[src/rtl/ram_ctrl_pkg.sv]
// Shared state encoding, command-record width and default parameters for the
// RAM request controller and its command FIFO.
package ram_ctrl_pkg;

  localparam int unsigned DEF_ADDR_WIDTH = 8;
  localparam int unsigned DEF_DATA_WIDTH = 8;
  localparam int unsigned DEF_FIFO_DEPTH = 4;

  // Command record is {write, address, data}
  localparam int unsigned CMD_WIDTH = 1 + DEF_ADDR_WIDTH + DEF_DATA_WIDTH;

  typedef enum logic [1:0] {
    IDLE         = 2'd0,
    WRITE        = 2'd1,
    READ_ISSUE   = 2'd2,
    READ_CAPTURE = 2'd3
  } ram_state_e;

  function automatic int unsigned cmd_width(input int unsigned aw, input int unsigned dw);
    return 1 + aw + dw;
  endfunction

endpackage

[src/rtl/ram_cmd_fifo.sv]
// Show-ahead synchronous command FIFO; pointers carry one extra wrap bit so
// full and empty are distinguishable without a separate occupancy register.
module ram_cmd_fifo
  import ram_ctrl_pkg::*;
#(
  parameter int unsigned WIDTH = CMD_WIDTH,
  parameter int unsigned DEPTH = DEF_FIFO_DEPTH
) (
  input  logic                     clk,
  input  logic                     reset,
  input  logic                     i_push,
  input  logic [WIDTH-1:0]         i_push_data,
  input  logic                     i_pop,
  output logic [WIDTH-1:0]         o_pop_data_c,
  output logic                     o_full_c,
  output logic                     o_empty_c,
  output logic [$clog2(DEPTH):0]   o_count_c
);

  localparam int unsigned IDX_W = $clog2(DEPTH);
  localparam int unsigned PTR_W = IDX_W + 1;

  logic [WIDTH-1:0] r_mem [DEPTH];
  logic [PTR_W-1:0] r_wr_ptr;
  logic [PTR_W-1:0] r_rd_ptr;
  logic             w_do_push;
  logic             w_do_pop;

  assign o_empty_c    = (r_wr_ptr == r_rd_ptr);
  assign o_full_c     = (r_wr_ptr[IDX_W] != r_rd_ptr[IDX_W]) &&
                        (r_wr_ptr[IDX_W-1:0] == r_rd_ptr[IDX_W-1:0]);
  assign o_count_c    = r_wr_ptr - r_rd_ptr;
  assign o_pop_data_c = r_mem[r_rd_ptr[IDX_W-1:0]];
  assign w_do_push    = i_push && !o_full_c;
  assign w_do_pop     = i_pop && !o_empty_c;

  always_ff @(posedge clk or posedge reset) begin
    if (reset) begin
      r_wr_ptr <= '0;
      r_rd_ptr <= '0;
    end else begin
      if (w_do_push) r_wr_ptr <= r_wr_ptr + PTR_W'(1);
      if (w_do_pop)  r_rd_ptr <= r_rd_ptr + PTR_W'(1);
    end
  end

  // Storage needs no reset: entries are only read after being written
  always_ff @(posedge clk) begin
    if (w_do_push) r_mem[r_wr_ptr[IDX_W-1:0]] <= i_push_data;
  end

endmodule

[src/rtl/ram_request_controller.sv]
// Buffers RAM read/write commands and sequences them onto one RAM port in order.
// Optional macro RAM_REQ_STATS_EN adds saturating write/read completion counters.
module ram_request_controller
  import ram_ctrl_pkg::*;
#(
  parameter int unsigned ADDR_WIDTH = DEF_ADDR_WIDTH,
  parameter int unsigned DATA_WIDTH = DEF_DATA_WIDTH,
  parameter int unsigned FIFO_DEPTH = DEF_FIFO_DEPTH
) (
  input  logic                  clk,
  input  logic                  reset,
  input  logic                  cmd_valid,
  output logic                  cmd_ready,
  input  logic                  cmd_write,
  input  logic [ADDR_WIDTH-1:0] cmd_address,
  input  logic [DATA_WIDTH-1:0] cmd_data,
  output logic                  rsp_valid,
  output logic [DATA_WIDTH-1:0] rsp_data,
  output logic                  write_enable,
  output logic                  output_enable,
  output logic [ADDR_WIDTH-1:0] address,
  output logic [DATA_WIDTH-1:0] data_in,
  input  logic [DATA_WIDTH-1:0] data_out,
  output logic                  busy,
  output logic [15:0]           write_count,
  output logic [15:0]           read_count
);

  localparam int unsigned CMD_W = cmd_width(ADDR_WIDTH, DATA_WIDTH);
  localparam int unsigned PTR_W = $clog2(FIFO_DEPTH) + 1;

  ram_state_e            r_state;
  ram_state_e            w_next_state;
  logic                  r_write_enable, r_output_enable, r_rsp_valid, r_busy;
  logic [ADDR_WIDTH-1:0] r_address;
  logic [DATA_WIDTH-1:0] r_data_in, r_rsp_data;

  logic                  w_we_next, w_oe_next, w_rsp_valid_next, w_busy_next;
  logic [ADDR_WIDTH-1:0] w_addr_next;
  logic [DATA_WIDTH-1:0] w_din_next, w_rsp_data_next;

  logic                  w_push, w_pop, w_full, w_empty;
  logic [CMD_W-1:0]      w_head;
  logic [PTR_W-1:0]      w_count, w_count_next;
  logic                  w_head_write;
  logic [ADDR_WIDTH-1:0] w_head_addr;
  logic [DATA_WIDTH-1:0] w_head_data;

  assign cmd_ready    = !w_full;
  assign w_push       = cmd_valid && !w_full;
  assign w_head_write = w_head[CMD_W-1];
  assign w_head_addr  = w_head[ADDR_WIDTH+DATA_WIDTH-1 -: ADDR_WIDTH];
  assign w_head_data  = w_head[DATA_WIDTH-1:0];

  ram_cmd_fifo #(
    .WIDTH (CMD_W),
    .DEPTH (FIFO_DEPTH)
  ) u_fifo (
    .clk          (clk),
    .reset        (reset),
    .i_push       (w_push),
    .i_push_data  ({cmd_write, cmd_address, cmd_data}),
    .i_pop        (w_pop),
    .o_pop_data_c (w_head),
    .o_full_c     (w_full),
    .o_empty_c    (w_empty),
    .o_count_c    (w_count)
  );

  // Next state and next registered RAM-port / response values
  always_comb begin
    w_next_state     = r_state;
    w_pop            = 1'b0;
    w_we_next        = 1'b0;
    w_oe_next        = 1'b0;
    w_addr_next      = r_address;
    w_din_next       = r_data_in;
    w_rsp_valid_next = 1'b0;
    w_rsp_data_next  = r_rsp_data;
    case (r_state)
      IDLE: begin
        if (!w_empty) begin
          w_pop       = 1'b1;
          w_addr_next = w_head_addr;
          if (w_head_write) begin
            w_next_state = WRITE;
            w_we_next    = 1'b1;
            w_din_next   = w_head_data;
          end else begin
            w_next_state = READ_ISSUE;
            w_oe_next    = 1'b1;
          end
        end
      end
      WRITE:        w_next_state = IDLE;
      READ_ISSUE:   w_next_state = READ_CAPTURE;
      READ_CAPTURE: begin
        w_next_state     = IDLE;
        w_rsp_valid_next = 1'b1;
        w_rsp_data_next  = data_out;
      end
      default:      w_next_state = IDLE;
    endcase
  end

  // Busy reflects the post-edge FIFO occupancy and state
  assign w_count_next = w_count + PTR_W'(w_push) - PTR_W'(w_pop);
  assign w_busy_next  = (w_next_state != IDLE) || (w_count_next != '0);

  always_ff @(posedge clk or posedge reset) begin
    if (reset) begin
      r_state         <= IDLE;
      r_write_enable  <= 1'b0;
      r_output_enable <= 1'b0;
      r_address       <= '0;
      r_data_in       <= '0;
      r_rsp_valid     <= 1'b0;
      r_rsp_data      <= '0;
      r_busy          <= 1'b0;
    end else begin
      r_state         <= w_next_state;
      r_write_enable  <= w_we_next;
      r_output_enable <= w_oe_next;
      r_address       <= w_addr_next;
      r_data_in       <= w_din_next;
      r_rsp_valid     <= w_rsp_valid_next;
      r_rsp_data      <= w_rsp_data_next;
      r_busy          <= w_busy_next;
    end
  end

  assign write_enable  = r_write_enable;
  assign output_enable = r_output_enable;
  assign address       = r_address;
  assign data_in       = r_data_in;
  assign rsp_valid     = r_rsp_valid;
  assign rsp_data      = r_rsp_data;
  assign busy          = r_busy;

`ifdef RAM_REQ_STATS_EN
  logic [15:0] r_write_count;
  logic [15:0] r_read_count;

  always_ff @(posedge clk or posedge reset) begin
    if (reset) begin
      r_write_count <= '0;
      r_read_count  <= '0;
    end else begin
      if (r_state == WRITE && r_write_count != 16'hFFFF) r_write_count <= r_write_count + 16'd1;
      if (r_rsp_valid && r_read_count != 16'hFFFF)      r_read_count  <= r_read_count + 16'd1;
    end
  end

  assign write_count = r_write_count;
  assign read_count  = r_read_count;
`else
  assign write_count = '0;
  assign read_count  = '0;
`endif

endmodule

[config.mk]
export PLATFORM = sky130hd
export DESIGN_NAME = ram_request_controller
export DESIGN_NICKNAME = d
export VERILOG_FILES = /design/src/rtl/ram_ctrl_pkg.sv /design/src/rtl/ram_cmd_fifo.sv /design/src/rtl/ram_request_controller.sv
export SDC_FILE = /design/constraint.sdc
export NUM_CORES = 1
export LEC_CHECK = 0
export ABC_CLOCK_PERIOD_IN_PS = 5860
export CAP_MARGIN = 0
export CORE_ASPECT_RATIO = 0.75
export CORE_MARGIN = 3
export CORE_UTILIZATION = 55
export DETAILED_ROUTE_END_ITERATION = 8
export PLACE_DENSITY = 0.95
export SLEW_MARGIN = 20
export SYNTH_ARGS = -nofsm -noshare
export SYNTH_HDL_FRONTEND = slang
export SYNTH_SLANG_ARGS = --single-unit
[constraint.sdc]
create_clock -name clk -period 5.86 [get_ports clk]
set_input_delay 1.172 -clock clk [delete_from_list [all_inputs] [get_ports clk]]
set_output_delay 1.172 -clock clk [all_outputs]
set_load 0.05 [all_outputs]
* Yosys cells after proc, flatten, opt, wreduce, memory -nomap -nowiden
Memories as Yosys holds them, arrays and structs flattened.
Cells that the tools add are included.
** Storage, ports and cells
- Logic and storage cells :: 50
- Flip-flop bits (word level) :: 36
- Memories kept :: 1
- Bits of input ports :: 28
- RAM bits :: 68
** Memories
- u_fifo.r_mem :: words 4, bits a word 17, rd ports 1, clocked after Yosys merged registers in 0, write ports 1, RTL line ram_cmd_fifo.sv:23 : logic [WIDTH-1:0] r_mem [DEPTH];
** Cells by class
- Equality and inequality tests :: 6
- $add $sub $neg :: 5
- Bitwise operators :: 1
- Mux-type cells :: 14
- Reductions and logical operators :: 13
** Operators with widths (count)
- $mux 1 :: 11
- $add 3x1->3 const B :: 2
- $pmux 2 s3 :: 1
- $eq 2x2->1 const B :: 2
- $logic_and 1x1->1 :: 4
- $mux 2 :: 2
- $add 3x1->3 :: 1
- $eq 3x3->1 :: 1
- $reduce_and 3->1 :: 1
- $reduce_bool 3->1 :: 1
- $sub 3x1->3 :: 1
- $sub 3x3->3 :: 1
- $eq 2x1->1 const B :: 1
- $eq 2x2->1 :: 1
- $logic_not 1->1 :: 2
- $logic_not 2->1 :: 1
- $reduce_and 2->1 :: 1
- $reduce_bool 2->1 :: 1
- $reduce_or 2->1 :: 1
- $logic_or 1x1->1 :: 1
- $ne 1x1->1 :: 1
- $not 1->1 :: 1

* Longest topological paths before layout
Gate-level depths: netlist (run 1).
- Word-level depth :: 8
- Gate-level depth with buffers :: 13
- Gate-level depth less buffers :: 11

* Hierarchy
Synthesis (run 1) repeated with hierarchy kept, for this count alone.
** Second synthesis, totals
- Cells, all modules :: 246
- Area total of the unflattened synthesis :: 4384.2 um^2
** Modules (own cells, without submodules)
- ram_cmd_fifo :: instances 1, cells each 135, area each 2919.0 um^2
- ram_request_controller :: instances 1, cells each 111, area each 1465.2 um^2

* Worst setup path before layout (run 1)
OpenSTA, ideal clock, no wires.
- Path kind :: register -> register
- From :: reg u_fifo.r_wr_ptr[1]
- To :: reg r_busy (netlist: busy)
- Path slack :: 2.910 ns
- Path buffers :: 1
- Cell stages (with the launch flop) :: 13
- Period minus slack after synthesis :: 2.950 ns
- Data arrival time :: 2.811 ns
- Required time :: 5.721 ns
- Cells stage by stage :: dfrtp_1 xor2_1 o31a_2 buf_6 inv_1 fa_1 inv_1 fa_1 inv_1 ha_1 xnor2_1 xnor2_1 or4_1
** Between the ends
- Word-level cells in the longest chain between the ends :: 8
** Ends and longest elaborated chain
- start, declared :: RTL line ram_cmd_fifo.sv:24 : logic [PTR_W-1:0] r_wr_ptr;
- start signal, assigned :: RTL line ram_cmd_fifo.sv:42 : if (w_do_push) r_wr_ptr <= r_wr_ptr + PTR_W'(1);
- parallel branches: the longest is 7 deep, another holds $sub 3x3->3
- $logic_or 1x1->1 (*) :: RTL line ram_request_controller.sv:108 : assign w_busy_next = (w_next_state != IDLE) || (w_count_next != '0);
- net w_busy_next :: RTL line ram_request_controller.sv:38 : logic w_we_next, w_oe_next, w_rsp_valid_next, w_busy_next;
- end signal, assigned :: RTL line ram_request_controller.sv:128 : r_busy <= w_busy_next;
- end, declared :: RTL line ram_request_controller.sv:34 : logic r_write_enable, r_output_enable, r_rsp_valid, r_busy;
Mark *: on every way through the listed nets, which the timed path passes.
A chain may end at the register's enable or synchronous reset.

* Worst setup path in the final report (run 1)
- From :: reg u_fifo.r_rd_ptr[1]
- To :: out cmd_ready
** Between the ends
- Word-level cells in the longest chain between the ends :: 3
** Ends and longest elaborated chain
- start, declared :: RTL line ram_cmd_fifo.sv:25 : logic [PTR_W-1:0] r_rd_ptr;
- start signal, assigned :: RTL line ram_cmd_fifo.sv:43 : if (w_do_pop) r_rd_ptr <= r_rd_ptr + PTR_W'(1);
- $eq 2x2->1 :: RTL line ram_cmd_fifo.sv:31 : (r_wr_ptr[IDX_W-1:0] == r_rd_ptr[IDX_W-1:0]);
- $logic_and 1x1->1 :: RTL line ram_cmd_fifo.sv:30 : assign o_full_c = (r_wr_ptr[IDX_W] != r_rd_ptr[IDX_W]) &&
- $logic_not 1->1 :: RTL line ram_request_controller.sv:49 : assign cmd_ready = !w_full;
- end, declared :: RTL line ram_request_controller.sv:13 : output logic cmd_ready,
Every way passes these cells.

==> results.toml, run 1 <==
[floorplan]
core.rowCount = 27
coreArea_mm2 = 0.00750
initial_core_util = 0.579
die_h_um = 82.9
die-area_mm2 = 0.00900
io_pins = 89
die_w_um = 109

[placed_design]
hpwl_um = 4620
gp_congestion = 0.744
place.port_buffers = 56

[global_route]
grt_pass1_vias = 2208
grt_antenna_before_repair = 0
overflow = 0
grt_max_degree = 37
grtUsageTotal = 0.169
grt_pass1_wl_um = 11300

[setup_path]
critical_path_buf_inv_count = 2
critPathMaxFanout = 21
crit_arrival_ns = 2.26
worst-setup-path-type = "reg2out"
startpoint = "u_fifo.r_rd_ptr[1]"
required_ns = 4.69
rr_startpoint = "u_fifo.r_rd_ptr[0]"
regToRegSetupSlack_ns = 2.53
cp_top_family = "buffers and inverters"
cp-start-kind = "register"
endpoint_kind = "output pin"
cpPeakStageDelay_ns = 0.74
crit_chain = "buf_4, xnor2_1, nand3_1, clkdlybuf4s50_1"
slowest_stage = "clkdlybuf4s50_1"

[clock_tree]
cts_buffers = 9
cts_resized = 0
insertion_delay_ns = 0.36
numClockSinks = 104
cts_setup_buffers = 0
cts_hold_buf = 0
htreeDepth = 3
clk_pin_slew_ns = 0.08
cts_tree = "built"
cts-root-buf = "clkbuf_8"
clk_path_buf_depth = 2

[synthesis]
ys_seq_elements = 104
syn_inst = 235
yosysSeqAreaShare = 0.678
ys_top_cells_by_area = "edfxtp_1, dfrtp_1, mux4_2"
syn-cell-area_mm2 = 0.00434
netlist.area_leader.share = 0.471
avgSynthCellArea_um2 = 18.5
yosys_warnings = 0
yosysTopAreaCell = "edfxtp_1"
yosysUniqueCellTypes = 31

[outcome]
status = "finished, final reports clean"

[sta]
fin_skew_ns = 0.0107
tightest_slew_ns = 0.913
setup_viol = 0
slew_viol_final = 0
max_clock_freq_mhz = 292
holdWs_ns = 0.508
fin_crit_sh = 0.585
rsz0062_at_grt = "no"
fin_tns_setup_ns = 0
hold_viol = 0
period_minus_slack_ns = 3.43
relSlewSlack = 0.391

[routing]
num_vias = 2099
vias_per_cell = 5.17
ant_nets = 0
routed_wl_um = 6970
drt_iter0_markers = 113
drc_errors = 0
drt_first_pass_iters = 4
wl_per_cell_um = 17.2

[cells_and_area]
drive_above_1_share = 0.216
antennaDiodeCount = 0
layout.nets = 337
nFillCells = 505
finish.utilization = 0.679
regArea_mm2 = 0.00294
multiInputGateArea_mm2 = 0.00120
area_growth_pct = 17.4

[worst_hold_path]
hold_class = "reg2reg"
min_from = "rsp_data[6]"

[power]
cellLeakagePower_uw = 0.00192
ir_worst_vdd_v = 0.000325
p_per_area_mw_per_mm2 = 598

[job]
maxCapViolCount = 0
-- Yosys cell counts, drive strengths merged --
cell type	number
xnor2	8
a31oi	1
a41oi	1
o311ai	2
xor2	4
and2	3
nand3	1
o31ai	1
inv	10
or4	1
conb	1
edfxtp	68
mux2	26
buf	37
a31o	1
fa	2
o31a	2
nand2	2
mux4	17
nor2	2
ha	7
dfrtp	36
a21oi	2
-- worst register-to-register path, cell delays in order, from the launching register on --
cell and delay [ns]:
dfrtp_1 0.33, buf_4 0.35, xor2_2 0.33, o31a_2 0.39, inv_1 0.12, fa_1 0.38
inv_1 0.08, fa_1 0.40, inv_1 0.07, ha_1 0.15, xnor2_1 0.13, xnor2_1 0.08
or4_1 0.40
-- metrics by stage --
stage | setup WS (ns) | total power [uW] | instances | instance area, um2
3_5_place_dp | 2.49 | 2650 | 390 | 4900
3_3_place_gp | 2.61 | 2600 | 390 | 4900
5_1_grt | 2.27 | 3230 | 406 | 5090
2_1_floorplan | 2.91 | 2270 | 266 | 4460
6_report | 2.43 | 3050 | 406 | 5090
4_1_cts | 2.41 | 3090 | 406 | 5090
-- layout by cell type (no fill, tap or decap), types with 2 or more instances in the layout --
master,Yosys,routed
inv_1,10,10
fa_1,2,2
nor2_1,2,2
mux4_2,17,17
buf_4,33,4
conb_1,1,32
mux2_4,3,3
ha_1,7,7
dfrtp_1,36,36
and2_1,3,3
nand2_1,2,2
edfxtp_1,68,68
mux2_2,22,22
xor2_1,2,2
a21oi_1,2,2
xor2_2,2,2
clkdlybuf4s50_1,0,56
clkbuf_8,0,9
xnor2_1,8,8
-- worst paths after layout --
check	end	depth (start not counted)
setup / recovery	cmd_ready	4
min in group asynchronous	data_in[2]	3
setup reg to reg	busy	12
hold / removal	rsp_data[6]	1
hold reg to reg	rsp_data[6]	1
max in group asynchronous	address[5]	3
-- state kept, by name, summed over array words and instances (netlist names) --
name             flops
u_fifo.r_mem        68
address              8
data_in              8
rsp_data             8
u_fifo.r_rd_ptr      3
u_fifo.r_wr_ptr      3
r_state              2
busy                 1
output_enable        1
rsp_valid            1
write_enable         1
-- final cells by class --
cell class                 instances  share of cell area
tap                              101              0.0248
multi-input combinational        115               0.236
timing repair buffer              60               0.116
sequential                       104               0.578
clock buffer                      10              0.0250
inverter                          10             0.00737
clock inverter                     6              0.0133
-- cell families (layout without fill, tap and decap cells) --
logic type,count (synthesis),count (layout),share of synthesized area
flip-flops,104,104,0.678
buffers and inverters,47,86,0.0730
multiplexers,43,43,0.158
XOR/XNOR,12,12,0.0277
AO/OA/AOI/OAI,10,10,0.0219
adder cells (fa/ha/maj),9,9,0.0294
AND/OR/NAND/NOR,9,9,0.0107
other,1,32,0.000864
-- layer usage --
metal  up-vias  global-route usage  routed length, um
li1        939                   -                  -
met1      1052               0.217               2750
met2        99               0.275               3480
met3         9              0.0567                627
met4         0              0.0505                105
met5         -                   0                  0
-- report_power, final --
part | switching (uW) | internal, uW
clock | 228 | 201
sequential | 107 | 1030
combinational | 876 | 603
total | 1210 | 1840
Note: power is estimated with default switching activity, not from simulation.
==> run 2: changes to the inputs <==
- ABC_CLOCK_PERIOD_IN_PS: 5860 -> 3500
- CORE_UTILIZATION: 55 -> 51
- PLACE_DENSITY: 0.95 -> 0.92
- clock period: 5.86 -> 3.5 ns (I/O delays scaled with it)
==> results.toml, run 2 (synthesized netlist as in run 1, its figures left out) <==
[clock_tree]
cts_resized = 0
cts-root-buf = "clkbuf_16"
clk_pin_slew_ns = 0.07
cts_buffers = 9
htreeDepth = 3
cts_tree = "built"
insertion_delay_ns = 0.34
cts_setup_buffers = 0
numClockSinks = 104
clk_path_buf_depth = 2
cts_hold_buf = 0

[cells_and_area]
instances_no_fill = 415
drive_above_1_share = 0.235
final_cell_mix = "edfxtp_1, clkdlybuf4s50_1, dfrtp_1"
largest_reg_flops = 68
area_growth_pct = 20.2
nFillCells = 565
layout.nets = 342
final_common_cell = "edfxtp_1"
antennaDiodeCount = 0

[routing]
routed_wl_um = 7320
ant_nets = 0
num_vias = 2131
drt_iter0_markers = 92
drc_errors = 0
drt_first_pass_iters = 4
vias_per_cell = 5.13
wl_per_cell_um = 17.6

[sta]
relSlewSlack = 0.602
rsz0062_at_grt = "no"
slew_viol_final = 0
worst_slack_ns = 0.507
tightest_slew_ns = 0.598
hold_viol = 0
fin_crit_sh = 0.855
setup_viol = 0
holdWs_ns = 0.502
fin_skew_ns = 0.00906
period_minus_slack_ns = 2.99
max_clock_freq_mhz = 334
fin_tns_setup_ns = 0

[floorplan]
core.rowCount = 28
die_w_um = 113
die-area_mm2 = 0.00966
initial_core_util = 0.536
io_pins = 89
coreArea_mm2 = 0.00809
die_h_um = 85.9

[setup_path]
required_ns = 3.71
worst-setup-path-type = "reg2reg"
slowest_stage = "dfrtp_1"
critPathMaxFanout = 6
cpPeakStageDelay_ns = 0.45
reg2regPathDepth = 11
crit_chain = "xor2_1, o31a_2, inv_1, fa_1, inv_1, fa_1, inv_1, ha_1, xnor2_1, xnor2_1, or4_1"
endpoint_kind = "register"
cp-start-kind = "register"
cpMostUsedCell = "inv_1"
crit_arrival_ns = 3.20

[power]
p_per_area_mw_per_mm2 = 1030
cellLeakagePower_uw = 0.00197
ir_worst_vdd_v = 0.000563

[global_route]
overflow = 0
grt_pass1_vias = 2226
grt_max_degree = 22
grt_antenna_before_repair = 0
grtUsageTotal = 0.161
grt_pass1_wl_um = 11600

[worst_hold_path]
min_path_cells = 1
hold_class = "reg2reg"

[placed_design]
pre_cts_ws_ns = 0.521
hpwl_um = 4960
dp.cells = 399
place.port_buffers = 56
gp_congestion = 0.830

[outcome]
status = "finished, final reports clean"

[job]
maxCapViolCount = 0
[run 2: cell types whose count changed in the layout (fill, tap and decap cells not counted)]
| cell | delta |
|---|---|
| buf_4 | +6 |
| bufinv_16 | -1 |
| clkbuf_16 | +9 |
| clkbuf_8 | -9 |
| clkdlybuf4s50_1 | -1 |
| clkinv_1 | -1 |
| clkinv_2 | +1 |
| clkinv_4 | -1 |
| clkinvlp_4 | +2 |
[run 2: layout make-up]
| type | instances | area (um2) | share of cell area |
|---|---|---|---|
| well taps | 105 | 131 | 0.0252 |
| clock buffers | 10 | 229 | 0.0439 |
| clock inverters | 6 | 45.0 | 0.00864 |
| multi-input cells | 115 | 1200 | 0.231 |
| repair buffers | 65 | 626 | 0.120 |
| inverters | 10 | 37.5 | 0.00720 |
| flip-flops and latches | 104 | 2940 | 0.564 |
[run 2: metal layers]
| metal | vias to the layer above | share of wire | GRT usage |
|---|---|---|---|
| met4 | 0 | 0.0057 | 0.0393 |
| met2 | 92 | 0.51 | 0.274 |
| met3 | 7 | 0.075 | 0.0557 |
| met1 | 1083 | 0.41 | 0.201 |
| met5 | - | 0 | 0 |
| li1 | 949 | - | - |
[run 2: critical path, delay by kind of cell, from the launching register on]
kind / cells / cell delay (ns)
buf+inv: 3 / 0.21
fa+ha+maj: 3 / 0.91
flops: 1 / 0.45
xor+xnor: 3 / 0.65
simple gates: 1 / 0.41
compound gates: 1 / 0.22
[run 2: path summary, 6_finish.rpt]
kind	startpoint	endpoint	slack (ns)
setup / recovery	u_fifo.r_wr_ptr[1]	busy	0.51
hold / removal	r_state[0]	r_state[0]	0.50
setup reg to reg	u_fifo.r_wr_ptr[1]	busy	0.51
hold reg to reg	r_state[0]	r_state[0]	0.50
max in group asynchronous	reset	data_in[4]	2.05
min in group asynchronous	reset	rsp_data[4]	0.71
[run 2: power breakdown]
group          switching, uW  total [uW]  leakage (uW)  internal (uW)
clock                    434         921      0.000131            487
combinational           1480        2520      0.000795           1040
sequential               185        1910       0.00105           1730
total                   2100        5350       0.00197           3250
[run 2: per-stage QoR]
| step | instance area, um2 | power [uW] | util |
|---|---|---|---|
| 6_report | 5210 | 5350 | 0.644 |
| 4_1_cts | 5210 | 5410 | 0.644 |
| 5_1_grt | 5210 | 5660 | 0.644 |
| 2_1_floorplan | 4460 | 3800 | - |
| 3_5_place_dp | 4940 | 4480 | 0.610 |
| 3_3_place_gp | 4940 | 4390 | 0.610 |
